<file path="src/rtl/seq_bit_serializer_if.sv">
// Parallel-in / serial-out handshake bundle for seq_bit_serializer.
//   din        word from the producer
//   din_valid  din holds a word
//   din_ready  serializer takes the word at the next posedge
//   ser_en     consumer takes the current serial bit this cycle
//   dout       current serial bit
//   dout_valid dout is a data bit consumed this cycle
//   word_start dout is the first bit of a word
//   busy       a word is loaded in the shifter
// master: producer/consumer side; slave: the serializer.
`timescale 1ns/1ps
interface seq_bit_serializer_if #(
   parameter int unsigned DATA_W = 8
);
   logic [DATA_W-1:0] din;
   logic              din_valid;
   logic              din_ready;
   logic              ser_en;
   logic              dout;
   logic              dout_valid;
   logic              word_start;
   logic              busy;

   modport master (
      output din, din_valid, ser_en,
      input  din_ready, dout, dout_valid, word_start, busy
   );

   modport slave (
      input  din, din_valid, ser_en,
      output din_ready, dout, dout_valid, word_start, busy
   );
endinterface

</file>
<file path="src/rtl/seq_bit_serializer.sv">
// Word-to-bit serializer feeding the 1011 sequence detector.
// Takes DATA_W-bit words over a valid/ready handshake and shifts them out one
// bit per cycle. A one-word holding buffer lets the next word follow the last
// bit of the current one with no gap; ser_en stalls the stream without losing
// or repeating bits.
// Ports:
//   clk  posedge clock
//   rst  synchronous active-high reset
//   bus  seq_bit_serializer_if.slave (din/din_valid/din_ready in, ser_en in,
//        dout/dout_valid/word_start/busy out); its DATA_W must match DATA_W here.
`timescale 1ns/1ps
module seq_bit_serializer #(
   parameter int unsigned DATA_W    = 8,
   parameter bit          MSB_FIRST = 1'b1,
   parameter logic        IDLE_BIT  = 1'b0
) (
   input logic                 clk,
   input logic                 rst,
   seq_bit_serializer_if.slave bus
);

   localparam int unsigned       CntW    = $clog2(DATA_W);
   localparam logic [CntW-1:0]   LastCnt = CntW'(DATA_W - 1);

   typedef enum logic {StIdle, StShift} state_e;

   state_e            state_q;
   logic [CntW-1:0]   cnt_q;
   logic [DATA_W-1:0] sr_q;
   logic [DATA_W-1:0] hold_q;
   logic              hold_vld_q;

   logic [DATA_W-1:0] din_ord;
   logic              accept;
   logic              last_bit;

   // Words are stored in send order so the outgoing bit is always sr_q[DATA_W-1].
   for (genvar i = 0; i < DATA_W; i++) begin : g_ord
      assign din_ord[i] = bus.din[MSB_FIRST ? i : DATA_W - 1 - i];
   end

   assign bus.din_ready  = !rst && !hold_vld_q;
   assign bus.busy       = (state_q == StShift);
   assign bus.dout_valid = bus.busy && bus.ser_en;
   assign bus.word_start = bus.dout_valid && (cnt_q == '0);
   assign bus.dout       = bus.busy ? sr_q[DATA_W-1] : IDLE_BIT;

   assign accept   = bus.din_valid && bus.din_ready;
   assign last_bit = bus.dout_valid && (cnt_q == LastCnt);

   always_ff @(posedge clk) begin
      if (rst) begin
         state_q    <= StIdle;
         cnt_q      <= '0;
         sr_q       <= '0;
         hold_q     <= '0;
         hold_vld_q <= 1'b0;
      end else begin
         unique case (state_q)
            StIdle: begin
               if (accept) begin
                  sr_q    <= din_ord;
                  cnt_q   <= '0;
                  state_q <= StShift;
               end
            end
            StShift: begin
               if (bus.ser_en) begin
                  if (cnt_q != LastCnt) begin
                     sr_q  <= {sr_q[DATA_W-2:0], 1'b0};
                     cnt_q <= cnt_q + 1'b1;
                  end else if (hold_vld_q) begin
                     sr_q       <= hold_q;
                     hold_vld_q <= 1'b0;
                     cnt_q      <= '0;
                  end else if (accept) begin
                     // Bypass the holding buffer so the new word follows gaplessly.
                     sr_q  <= din_ord;
                     cnt_q <= '0;
                  end else begin
                     state_q <= StIdle;
                  end
               end
               // accept implies hold is empty, so this never collides with the
               // hold-to-shifter transfer above.
               if (accept && !last_bit) begin
                  hold_q     <= din_ord;
                  hold_vld_q <= 1'b1;
               end
            end
            default: state_q <= StIdle;
         endcase
      end
   end

endmodule
</file>
<file path="src/flat_wrapper.sv">
// flat-port wrapper written by rule: the top's interface ports become plain ports
module seq_bit_serializer_flat 
#(
   parameter int unsigned DATA_W    = 8,
   parameter bit          MSB_FIRST = 1'b1,
   parameter logic        IDLE_BIT  = 1'b0
)
  (clk, rst, bus_din, bus_din_valid, bus_ser_en, bus_din_ready, bus_dout, bus_dout_valid, bus_word_start, bus_busy);
  seq_bit_serializer_if #(.DATA_W(DATA_W)) bus_i ();
  input logic clk;
  input logic rst;
  input wire logic [$bits(bus_i.din)-1:0] bus_din;
  input wire logic [$bits(bus_i.din_valid)-1:0] bus_din_valid;
  input wire logic [$bits(bus_i.ser_en)-1:0] bus_ser_en;
  output wire logic [$bits(bus_i.din_ready)-1:0] bus_din_ready;
  output wire logic [$bits(bus_i.dout)-1:0] bus_dout;
  output wire logic [$bits(bus_i.dout_valid)-1:0] bus_dout_valid;
  output wire logic [$bits(bus_i.word_start)-1:0] bus_word_start;
  output wire logic [$bits(bus_i.busy)-1:0] bus_busy;
  assign bus_i.din = bus_din;
  assign bus_i.din_valid = bus_din_valid;
  assign bus_i.ser_en = bus_ser_en;
  assign bus_din_ready = bus_i.din_ready;
  assign bus_dout = bus_i.dout;
  assign bus_dout_valid = bus_i.dout_valid;
  assign bus_word_start = bus_i.word_start;
  assign bus_busy = bus_i.busy;
  seq_bit_serializer #(.DATA_W(DATA_W), .MSB_FIRST(MSB_FIRST), .IDLE_BIT(IDLE_BIT)) u_core (.clk(clk), .rst(rst), .bus(bus_i));
endmodule
</file>
<file path="config.mk">
export PLATFORM = sky130hd
export DESIGN_NAME = seq_bit_serializer_flat
export DESIGN_NICKNAME = d
export VERILOG_FILES = /design/src/rtl/seq_bit_serializer_if.sv /design/src/rtl/seq_bit_serializer.sv /design/src/flat_wrapper.sv
export SDC_FILE = /design/constraint.sdc
export NUM_CORES = 1
export LEC_CHECK = 0
export ABC_AREA = 1
export CORE_UTILIZATION = 54
export CTS_CLUSTER_SIZE = 40
export DETAILED_ROUTE_END_ITERATION = 10
export GPL_ROUTABILITY_DRIVEN = 0
export HOLD_SLACK_MARGIN = 0.12
export PLACE_DENSITY = 0.79
export SYNTH_ARGS = -nofsm -noshare
export SYNTH_HDL_FRONTEND = slang
export SYNTH_SLANG_ARGS = --single-unit
</file>
<file path="constraint.sdc">
create_clock -name clk -period 2 [get_ports clk]
set_input_delay 0.4 -clock clk [delete_from_list [all_inputs] [get_ports clk]]
set_output_delay 0.4 -clock clk [all_outputs]
set_load 0.01 [all_outputs]
</file>
======== After elaboration in Yosys (flattened, before gate mapping) ========
Cells that the tools add are included.
cells by class
  add/subtract/negate cells ............... 1
  eq/ne operators ......................... 4
  muxes and demuxes ....................... 19
  bitwise gates (word level) .............. 1
  reductions and logical operators ........ 13
operator list
  kind                                                           number
  8-bit two-way mux                                              4
  8-bit case mux with 2 select lines                             1
  3-bit two-way mux                                              4
  1-bit two-way mux                                              8
  1-bit logical AND                                              6
  3-bit case mux with 2 select lines                             1
  2-bit inequality test, second input constant                   2
  3-bit by 1-bit adder with 3-bit output, second input constant  1
  3-bit equality test, second input constant                     1
  1-bit zero test                                                3
  3-bit zero test                                                1
  3-bit inequality test, second input constant                   1
  3-bit AND reduction                                            1
  1-bit case mux with 2 select lines                             1
  2-bit AND reduction                                            1
  2-bit nonzero test                                             1
  1-bit inverter                                                 1
storage, ports and cells
  flip-flop bits (word level) ............. 21
  input port bits ......................... 12
  output and inout port bits .............. 5
  logic and storage cells ................. 43

======== Longest topological paths before layout ========
  depth after elaboration ................. 8
  depth in mapped cells ................... 9
  gate-level depth less buffers ........... 9

======== Worst setup path before layout ========
No wires, ideal clock.
  path kind ............................... register to output
  from .................................... register u_core.state_q (netlist: u_core.bus.busy)
  to ...................................... output bus_word_start
  data arrival time ....................... 1.053 ns
  required time ........................... 1.600 ns
  path slack .............................. 0.547 ns
  cell stages (with the launch flop) ...... 7
  buffers on the path ..................... 2
  cells stage by stage .................... dfxtp_1 > buf_4 > nand2_1 > buf_2 > inv_1 > nand2_1 > nor2_1
on the way
  word-level cells in the longest chain between the ends .. 2
ends and longest elaborated chain
  what                      RTL line                  source
  from (decl)               seq_bit_serializer.sv:27  state_e state_q;
  from (signal assigned)    seq_bit_serializer.sv:53  state_q <= StIdle;
  from (signal assigned)    seq_bit_serializer.sv:64  state_q <= StShift;
  from (signal assigned)    seq_bit_serializer.sv:81  state_q <= StIdle;
  1-bit logical AND         seq_bit_serializer.sv:44  assign bus.dout_valid = bus.busy && bus.ser_en;
  named net bus_dout_valid  flat_wrapper.sv:17        output wire logic [$bits(bus_i.dout_valid)-1:0] bus_dout_valid;
  1-bit logical AND         seq_bit_serializer.sv:45  assign bus.word_start = bus.dout_valid && (cnt_q == '0);
  to (decl)                 flat_wrapper.sv:18        output wire logic [$bits(bus_i.word_start)-1:0] bus_word_start;
The timed path passes the listed nets, and every way through them passes these cells.

======== Worst setup path after layout ========
  from .................................... input rst
  to ...................................... output bus_din_ready
on the way
  word-level cells in the longest chain between the ends .. 2
ends and longest elaborated chain
  what               RTL line                  source
  from (decl)        flat_wrapper.sv:11        input logic rst;
  1-bit zero test    seq_bit_serializer.sv:42  assign bus.din_ready = !rst && !hold_vld_q;
  1-bit logical AND  seq_bit_serializer.sv:42
  to (decl)          flat_wrapper.sv:15        output wire logic [$bits(bus_i.din_ready)-1:0] bus_din_ready;
Every way passes these cells.

==> results.ini <==
[clock_network]
numClockSinks = 21
post_cts_buffers = 0
clk_path_buf_depth = 2
h-tree-depth = 1
cts_buffers = 3
root_buffer = clkbuf_4
tritoncts = yes
clkTransAtPathRegs_ns = 0.11
insertion_delay_ns = 0.30

[worst_setup_path]
cp_cell_sequence = clkdlybuf4s50_1, nor2_4, clkdlybuf4s50_1
cp.required_ns = 1.60
end_kind = output pin
critical_path_class = input pin to output pin
critPathArrivalTime_ns = 1.52
cp_max_fo = 2
crit_top_cell = clkdlybuf4s50_1
slowest_stage = clkdlybuf4s50_1
cp-start-kind = input pin
max_stage_delay_ns = 0.54
path_delay_family = buffers and inverters
crit_buf_inv = 2

[place]
dp_hpwl_um = 2231
place_inst = 249
io_buffer_count = 16

[power_and_ir_drop]
p_int_uw = 597.9
cellPowerDensity_nw_per_um2 = 557.6
p_seq_share_pct = 53.5
peakVddDrop_uv = 410.8
switching_share_pct = 29.24
power_frac_comb_pct = 22.2
p_switching_uw = 247.1
clkPwrFrac_pct = 24.4
power.leakage_uw = 0.0007209

[yosys]
synth_top_area_share_pct = 33.20
synthAdderAreaFrac_pct = 2.964
synthFlopType = dfxtp_1
synth_nets = 218
synth_simple_gate_area_share_pct = 32.71
avgSynthCellArea_um2 = 6.238
ys_types = 25
yosys.area.top_type = dfxtp_1
ys_top_cells_by_area = dfxtp_1, nand2_1, inv_1, a21oi_1, nand3_1
ys_ff_latch = 21
synth-compound-area-share_pct = 17.09
ys_warn_count = 0
ys_seq_area_share_pct = 33.20
synth-xor-area-share_pct = 0
syn_inst = 203
synth.area.mux_share_pct = 0
synth.top_cells.by_count = nand2_1, inv_1, a21oi_1, nand3_1, nor2_1
async_reset_ff_share_pct = 0
synth_edf_count = 0
synth_top_family_by_area = simple AND/OR/NAND/NOR gates
yosysMostFrequentCell = nand2_1
synth_area_um2 = 1266

[detailed_routing]
wl_per_cell_um = 11.83
via_per_inst = 5.273
antenna_left = 0
first_iter_violations = 39
remaining_drc_errors = 0
drtPass1Iterations = 4
vias = 1334
drt-total-wl_um = 2993

[global_route]
grt_pass1_wl_um = 5499
grt_use_total_pct = 27.80
grt_antenna_before_repair = 0
grt_max_degree = 16
grt-ovfl-total = 0
grt_pass1_vias = 1282

[timing]
fmax_ghz = 0.5212
hold_violations = 0
worst_hold_slack_ns = 0.5014
rsz0062_at_grt = no
setup_violations = 0
timing.final.crit_share_pct = 95.92
maxSlewViolCount = 0
worstMarginPinSlew_ns = 0.2732
clock_skew_ns = 0.009326
period_needed_ns = 1.918
slew_headroom_pct = 81.68

[worst_hold_path]
worstHoldPathType = register to register

[die]
fp-row-count = 17
coreArea_um2 = 2212
die_height_um = 50.43
dieArea_um2 = 2543
die_w_um = 50.43
initial_core_util_pct = 57.24
pin_count = 17

[finish]
syn_to_final_growth_pct = 19.66
num_antenna_cells = 0
n_fill_cell = 199
fin_nets = 241
instances_no_fill = 253
layout-drive-gt1-share_pct = 9.333

[flow_run]
max-cap-violations = 0

[outcome]
status = finished clean

[cells by family after synthesis]
kind of cell / after synthesis
AO/OA/AOI/OAI: 40
adder cells (fa/ha/maj): 3
buffers and inverters: 43
flip-flops: 21
AND/OR/NAND/NOR: 96
[through the flow]
step	util (%)	setup WS, ns	setup TNS [ns]	power, uW	area [um^2]
after floorplan	-	0.5474	0	578.0	1266
after global placement	67.25	-0.04971	-0.04971	639.6	1488
after detailed placement	67.25	-0.09174	-0.09174	646.7	1488
after CTS	68.38	0.04525	0	848.3	1513
after global routing	68.50	0.03505	0	893.4	1515
final	68.50	0.08151	0	844.9	1515
[final cells by class]
type | count | area (um^2) | share of cell area (%)
clock buffer | 4 | 26.28 | 1.734
timing repair buffer | 25 | 229.0 | 15.11
sequential | 21 | 420.4 | 27.75
inverter | 36 | 136.4 | 9.001
multi-input combinational | 139 | 668.1 | 44.10
tap | 28 | 35.03 | 2.312
[final timing paths]
| kind | slack [ns] | endpoint | startpoint | depth (start not counted) |
|---|---|---|---|---|
| worst min-delay path | 0.50 | u_core.cnt_q[2]$_SDFFE_PP0P_ | u_core.cnt_q[2]$_SDFFE_PP0P_ | 2 |
| worst max register to register | 0.31 | u_core.hold_q[5]$_SDFFE_PP0P_ | u_core.cnt_q[1]$_SDFFE_PP0P_ | 9 |
| worst min register to register | 0.50 | u_core.cnt_q[2]$_SDFFE_PP0P_ | u_core.cnt_q[2]$_SDFFE_PP0P_ | 2 |
| worst max-delay path | 0.08 | bus_din_ready | rst | 3 |
[registers in the layout, summed over array words and instances (netlist names)]
| signal | flops |
|---|---|
| u_core.bus.busy | 1 |
| u_core.cnt_q | 3 |
| u_core.hold_q | 8 |
| u_core.hold_vld_q | 1 |
| u_core.sr_q | 8 |
[per-layer routing]
| layer | GRT usage [%] | up-vias | part of all wire [%] | wire, um |
|---|---|---|---|---|
| met1 | 38.39 | 602 | 47 | 1417 |
| met2 | 44.44 | 41 | 48 | 1444 |
| li1 | - | 687 | - | - |
| met4 | 10.65 | 0 | 0.90 | 27 |
| met5 | 0 | - | 0 | 0 |
| met3 | 2.727 | 4 | 3.4 | 103 |
[worst reg2reg max path, cell delays in order, from the launching register on]
cell and delay, ns:
dfxtp_1 0.39, ha_1 0.18, ha_1 0.23, inv_2 0.08, nor2_1 0.16, nor2_1 0.07
nand2_2 0.16, clkinv_2 0.16, nor2_1 0.13, nor2_1 0.06
[placed cells by master (no fill, tap or decap), types with 2 or more instances in the layout]
cell / count
a21oi_2: 3
a21oi_1: 23
nand4_1: 2
inv_1: 32
clkdlybuf4s50_1: 14
dfxtp_1: 21
o21ai_0: 10
clkbuf_4: 3
nand3_1: 23
buf_4: 9
nor2_1: 23
inv_2: 2
ha_1: 3
nand2_1: 44
[power by group through the flow]
stage          clock network (uW)  registers (uW)  logic, uW
6_report                      206             452        187
5_1_grt                       223             454        216
4_1_cts                       211             452        186
3_5_place_dp                    0             461        186
3_3_place_gp                    0             460        180
2_1_floorplan                   0             459        120
[timing repair]
item                                    CTS  global route
resized for setup                         1             1
endpoints found under the setup margin    1             1
hold buffers                              0             0
No activity file was read; power rests on OpenSTA's default activity.
